File: src/rtl/wb_regfile_stage.sv
// wb_regfile_stage: write-back stage with an integrated architectural register file.
// It selects the EX or MEM result, extends it, commits it, and counts retired
// instructions. An accepted ebreak parks the stage in HALT until halt_clear.
// Optional feature macro: WB_BYPASS_EN (same-cycle write-to-read bypass).
module wb_regfile_stage #(
   parameter int unsigned XLEN = 64,
   parameter int unsigned NREG = 32,
   parameter int unsigned AW   = 5
) (
   input  logic            clk,
   input  logic            rst,
   input  logic            in_valid,
   output logic            in_ready,
   input  logic            in_wen,
   input  logic [AW-1:0]   in_waddr,
   input  logic [XLEN-1:0] in_ex_res,
   input  logic [XLEN-1:0] in_mem_res,
   input  logic            in_sel_mem,
   input  logic [2:0]      in_ext,
   input  logic            in_ebreak,
   input  logic [AW-1:0]   rs1_addr,
   input  logic [AW-1:0]   rs2_addr,
   output logic [XLEN-1:0] rs1_data,
   output logic [XLEN-1:0] rs2_data,
   output logic            retire,
   output logic [XLEN-1:0] instret,
   output logic            halted,
   input  logic            halt_clear
);

   typedef enum logic {
      ST_RUN  = 1'b0,
      ST_HALT = 1'b1
   } state_e;

   localparam logic [2:0] EXT_SEXT32 = 3'd1;
   localparam logic [2:0] EXT_ZEXT32 = 3'd2;
   localparam logic [2:0] EXT_SEXT16 = 3'd3;
   localparam logic [2:0] EXT_ZEXT16 = 3'd4;
   localparam logic [2:0] EXT_SEXT8  = 3'd5;
   localparam logic [2:0] EXT_ZEXT8  = 3'd6;

   state_e            state_q, state_d;
   logic              retire_q, retire_d;
   logic [XLEN-1:0]   instret_q, instret_d;
   logic [XLEN-1:0]   regs_q [NREG];
   logic [XLEN-1:0]   regs_d [NREG];

   logic              accept_c;
   logic              wr_c;
   logic [XLEN-1:0]   sel_c;
   logic [XLEN-1:0]   wdata_c;

   // FSM state register
   always_ff @(posedge clk) begin
      if (rst) begin
         state_q <= ST_RUN;
      end else begin
         state_q <= state_d;
      end
   end

   // FSM next state: ebreak accept parks the stage, halt_clear releases it
   always_comb begin
      state_d = state_q;
      case (state_q)
         ST_RUN:  if (accept_c && in_ebreak) state_d = ST_HALT;
         ST_HALT: if (halt_clear)            state_d = ST_RUN;
         default: state_d = ST_RUN;
      endcase
   end

   // FSM outputs: decoded directly from the state flop
   always_comb begin
      in_ready = 1'b0;
      halted   = 1'b0;
      case (state_q)
         ST_RUN:  in_ready = 1'b1;
         ST_HALT: halted   = 1'b1;
         default: in_ready = 1'b0;
      endcase
   end

   // Handshake and register-write qualification; x0 writes are dropped
   always_comb begin
      accept_c = in_valid && in_ready;
      wr_c     = accept_c && in_wen && (in_waddr != '0);
   end

   // Result select and width/sign extension of the write-back value
   always_comb begin
      sel_c = in_sel_mem ? in_mem_res : in_ex_res;
      case (in_ext)
         EXT_SEXT32: wdata_c = XLEN'($signed(sel_c[31:0]));
         EXT_ZEXT32: wdata_c = XLEN'(sel_c[31:0]);
         EXT_SEXT16: wdata_c = XLEN'($signed(sel_c[15:0]));
         EXT_ZEXT16: wdata_c = XLEN'(sel_c[15:0]);
         EXT_SEXT8:  wdata_c = XLEN'($signed(sel_c[7:0]));
         EXT_ZEXT8:  wdata_c = XLEN'(sel_c[7:0]);
         default:    wdata_c = sel_c;
      endcase
   end

   // Next register-file contents and retire bookkeeping
   always_comb begin
      regs_d = regs_q;
      if (wr_c) begin
         regs_d[in_waddr] = wdata_c;
      end
      retire_d  = accept_c;
      instret_d = accept_c ? instret_q + XLEN'(1) : instret_q;
   end

   // Datapath state: register file, retire pulse and retired-instruction counter
   always_ff @(posedge clk) begin
      if (rst) begin
         retire_q  <= 1'b0;
         instret_q <= '0;
         for (int i = 0; i < NREG; i++) begin
            regs_q[i] <= '0;
         end
      end else begin
         retire_q  <= retire_d;
         instret_q <= instret_d;
         regs_q    <= regs_d;
      end
   end

   // Read port 1: x0 reads zero; optional bypass of the same-cycle write
   always_comb begin
      rs1_data = '0;
      if (rs1_addr != '0) begin
         rs1_data = regs_q[rs1_addr];
`ifdef WB_BYPASS_EN
         if (wr_c && (rs1_addr == in_waddr)) begin
            rs1_data = wdata_c;
         end
`else
`endif
      end
   end

   // Read port 2: same behaviour as port 1
   always_comb begin
      rs2_data = '0;
      if (rs2_addr != '0) begin
         rs2_data = regs_q[rs2_addr];
`ifdef WB_BYPASS_EN
         if (wr_c && (rs2_addr == in_waddr)) begin
            rs2_data = wdata_c;
         end
`else
`endif
      end
   end

   assign retire  = retire_q;
   assign instret = instret_q;

endmodule

File: config.mk
export PLATFORM = sky130hd
export DESIGN_NAME = wb_regfile_stage
export DESIGN_NICKNAME = d
export VERILOG_FILES = /design/src/rtl/wb_regfile_stage.sv
export SDC_FILE = /design/constraint.sdc
export NUM_CORES = 2
export LEC_CHECK = 0
export CAP_MARGIN = 20
export CORE_UTILIZATION = 40
export DETAILED_ROUTE_END_ITERATION = 16
export PLACE_DENSITY = 0.56
export SLEW_MARGIN = 10
export SYNTH_ARGS = -nofsm -noshare
export SYNTH_HDL_FRONTEND = slang
export SYNTH_SLANG_ARGS = --single-unit
File: constraint.sdc
create_clock -name clk -period 4.2 [get_ports clk]
set_input_delay 0.42 -clock clk [delete_from_list [all_inputs] [get_ports clk]]
set_output_delay 0.42 -clock clk [all_outputs]
set_load 0.01 [all_outputs]
Word-level counts from Yosys, hierarchy flattened
Index checks and enable logic that the tools add are counted.

Output and inout port bits: 195. Flip-flop bits (word level): 2114. Bits of input ports: 153. Word-level logic and storage cells: 76.

Magnitude comparators: 4. Equal/unequal tests: 6. Bitwise logic cells: 4. Mux-type cells: 18. Reduce and logical (&&, ||, !) cells: 8. Add/sub/neg operators: 1.

Operator list (count): $bwmux 2048 (1); $bmux 64 s5 (2); $mux 64 (8); $pmux 64 s6 (1); $demux 64 s5 (1); $add 64x1->64 const B (1); $ge 6x6->1 const B (3); $not 5->6 (3); $reduce_bool 5->1 (3); $eq 3x3->1 const B (3); $eq 3x2->1 const B (2); $lt 6x1->1 const B (1); $logic_and 1x1->1 (5); $mux 1 (4); $eq 3x1->1 const B (1); $pmux 1 s2 (1); $not 1->1 (1).

Depth between registers and ports, before layout
Depth after elaboration: 6. Mapped depth: 9. Gate-level depth less buffers: 6.

Worst setup path before layout
Ideal clock, no wire load.

Path type: input to output. From: input rs1_addr[0]. To: output rs1_data[13]. Arrival: 2586 ps. Cell stages on the path: 6. Path buffers: 3. Required time: 3780 ps. Setup slack: 1194 ps. Cell sequence: buf_2 -> clkbuf_1 -> clkbuf_1 -> mux4_2 -> mux4_2 -> a21o_1.

Longest elaborated chain between the ends: 5. Elaborated cells between the ends (all ways): 6. Those cells by class: 4 x mux; 1 x bitwise; 1 x reduce/logical.

RTL lines: start, declared (line 21) `input logic [AW-1:0] rs1_addr,`; $not 5->6 (not written as such) (line 133) `rs1_data = regs_q[rs1_addr];`; $bmux 64 s5 (line 133); $mux 64 (not written as such) (2 in series) (line 133); $mux 64 * (line 132) `if (rs1_addr != '0) begin`; end, declared (line 23) `output logic [XLEN-1:0] rs1_data,`.

Every way passes the cells marked *; elsewhere a longest branch is shown, timed or not. The select of a mux whose other input is x is not followed.

Final worst setup path
From: register regs_q[295] (netlist name). To: output rs1_data[39].

Longest elaborated chain between the ends: 4.

RTL lines: start, declared (line 46) `logic [XLEN-1:0] regs_q [NREG];`; start signal, assigned (line 125) `regs_q <= regs_d;`; $bmux 64 s5 (line 133); $mux 64 (not written as such) (2 in series) (line 133); $mux 64 (line 132).

No other way between the ends. The select of a mux whose other input is x is not followed.

==> results_dict.tcl <==
set metrics [dict create \
    outcome "finished, final reports clean" \
    wl_per_cell_um 28.3 \
    cp.required_ps 3780 \
    overflow 0 \
    gr-usage-met3_pct 4.34 \
    grt_util_met2_pct 44.8 \
    drtAntennaViolNets 0 \
    grt_busiest_layer "met2" \
    finalCritPeriodShare_pct 88.1 \
    totalWireLength_mm 367 \
    regArea_um2 42200 \
    period_needed_ps 3700 \
    cts_buffers 224 \
    rows 186 \
    max_stage_delay_ps 580 \
    synth_seq_cells 2109 \
    area_growth_pct 15.9 \
    cts_root_buf "clkbuf_16" \
    relSlewSlack_pct 20.9 \
    grt_max_degree 215 \
    dp_hpwl_mm 228 \
    synth-edff-count 0 \
    path_class "reg -> out" \
    synth-seq-area-share_pct 40.8 \
    ys_warn_count 0 \
    crit_fanout 3 \
    vias 81558 \
    fin_ws_ps 501 \
    synth-main-ff-cell "dfxtp_1" \
    ys_async_sr_fraction_pct 0 \
    clock_sinks 2109 \
    drc 0 \
    dp.cells 12564 \
    synthCells 9654 \
    gp_congestion 0.861 \
    worst_path_max_delay_cell "mux4_2" \
    cts_setup_buffers 0 \
    cts_tree "built" \
    finalSetupViolCount 0 \
    arrival_ps 3280 \
    drt-vias-per-instance 6.28 \
    first_pass_iters 8 \
    initial_utilization_pct 40.3 \
    cap_violations 0 \
    drive_gt1_share_pct 21.8 \
    rsz0062_at_grt "false" \
    yosys.area.top_type "dfxtp_1" \
    die_h_um 511 \
    die_w_um 511 \
    dieArea_um2 261000 \
    cts.clk_slew.worst_paths_ps 60 \
    yosysMostFrequentCell "nor2_1" \
    antenna_found_initial 8 \
    grt_use_met1_pct 35.8 \
    finClkSkew_ps 89.4 \
    ios 348 \
    tightest_slew_ps 1190 \
    final_max_slew_viol_count 0 \
    clock_latency_ps 930 \
    fill_cells 23235 \
    hold_class "in -> reg" \
    hold_ws_ps 127 \
    endpoint_kind "primary output" \
    synth_fp_nets 9808 \
    synth_area_um2 103000 \
    fin_nets 9563 \
    io_buffers 347 \
    drt_iter0_drc 8173 \
    ys_types 53 \
    synthTopCellsByCount "2172 x nor2_1, 2109 x dfxtp_1, 1992 x a211oi_1" \
    h-tree-depth 4 \
    grt_pass1_wl_mm 542 \
    path_cells "mux4_2 > mux4_2 > a21o_1 > clkdlybuf4s50_1" \
    max_clock_freq_ghz 0.270 \
    synth_area_leaders "dfxtp_1 41%, mux4_2 25%, a211oi_1 14%" \
    grt_pass1_vias 79692 \
    hold_violations 0 \
    fin_cells 12980 \
    core_area_um2 257000 \
    p_per_area_nw_per_um2 375 \
    grt_use_total_pct 27.5 \
    crit_top_cell "mux4_2" \
    cts_buffer_depth 3 \
    avgSynthCellArea_um2 10.7 \
    post_cts_resize_count 0 \
    multi_input_area_um2 57000 \
    pre_cts_slack_ps 486 \
    cp-start-kind "flop" \
    finalSetupTns_ps 0 \
    vdd_drop_max_v 0.000445 \
    netlist.area_leader.share_pct 40.8 \
    leakage_nw 38.2 \
    power_w 0.0449 \
]
[worst paths after layout]
path / start / end / depth (start not counted) / slack [ps]
worst min-delay path: in_ebreak / state_q / 3 / 130
worst min register to register: regs_q[2038] / regs_q[2038] / 1 / 470
worst max register to register: state_q / regs_q[941] / 7 / 1230
worst max-delay path: regs_q[295] / rs1_data[39] / 4 / 500
[cells by family (layout without fill, tap and decap cells)]
kind of cell	Yosys count	in the layout	share of synthesized area, %
other cells	0	2	0
fa+ha+maj	1	1	0.0121
mux	1483	1483	28.2
flops	2109	2109	40.8
compound gates	2357	2357	16.8
xor+xnor	32	32	0.271
simple gates	2433	2433	9.37
buf+inv	1239	1179	4.61
[power breakdown]
group | total [W] | internal [W] | switching (W)
Clock | 0.0208 | 0.0119 | 0.00883
Sequential | 0.0202 | 0.0201 | 0.0000992
Combinational | 0.00395 | 0.00135 | 0.00260
[layout by cell type (no fill, tap or decap), types with 14 or more instances in the layout]
| master | Yosys | layout |
|---|---|---|
| a211oi_1 | 1992 | 1992 |
| a21o_1 | 107 | 107 |
| a21oi_1 | 63 | 56 |
| buf_12 | 0 | 162 |
| buf_4 | 1 | 256 |
| bufinv_16 | 0 | 18 |
| clkbuf_1 | 1030 | 51 |
| clkbuf_16 | 0 | 224 |
| clkbuf_8 | 0 | 53 |
| clkdlybuf4s50_1 | 0 | 322 |
| clkinv_16 | 0 | 14 |
| clkinv_2 | 0 | 44 |
| dfxtp_1 | 2109 | 2109 |
| mux2_2 | 42 | 42 |
| mux2i_1 | 302 | 294 |
| mux4_2 | 1139 | 1139 |
| nand2_1 | 55 | 55 |
| nand3_1 | 17 | 17 |
| nand4_1 | 26 | 26 |
| nor2_1 | 2172 | 2094 |
| nor2_2 | 0 | 42 |
| nor2_4 | 0 | 36 |
| nor2b_1 | 71 | 71 |
| o21ai_0 | 30 | 30 |
| o22ai_1 | 122 | 122 |
| or3_1 | 30 | 28 |
| xnor2_1 | 16 | 16 |
| xor2_1 | 16 | 16 |
[layer usage]
metal	vias to the layer above	wire length [µm]
met5	-	36
met4	6	18400
met3	759	24600
met2	3305	173000
met1	41185	151000
li1	36303	-
[through the flow]
stage / utilization (%) / instance area [µm²]
after floorplan: - / 103000
after global placement: 43.6 / 112000
after detailed placement: 43.6 / 112000
after CTS: 46.7 / 120000
after global routing: 46.7 / 120000
final: 46.7 / 120000
[state kept, by name, indices dropped and copies added, names as in the netlist]
signal / cells
regs_q: 2043
state_q: 1
retire: 1
instret: 64
[timing repair]
item,CTS,global route
endpoints found under the setup margin,0,0
hold endpoints to repair,15,0
hold buffers,1,0
[layout make-up]
cell class,count,area share [%]
Sequential cell,2109,35.2
Tap cell,3384,3.53
Inverter,13,0.0448
Timing Repair Buffer,755,7.22
Antenna cell,2,0.00417
Multi-Input combinational cell,6306,47.5
Clock inverter,84,1.05
Clock buffer,327,5.43
[worst max-delay path: cells and delay by family (launching register included)]
kind | cells | cell delay, ps
multiplexers | 2 | 1050
buffers and inverters | 1 | 570
AO/OA/AOI/OAI | 1 | 390
flip-flops | 1 | 320
Note: power is estimated with default switching activity, not from simulation.
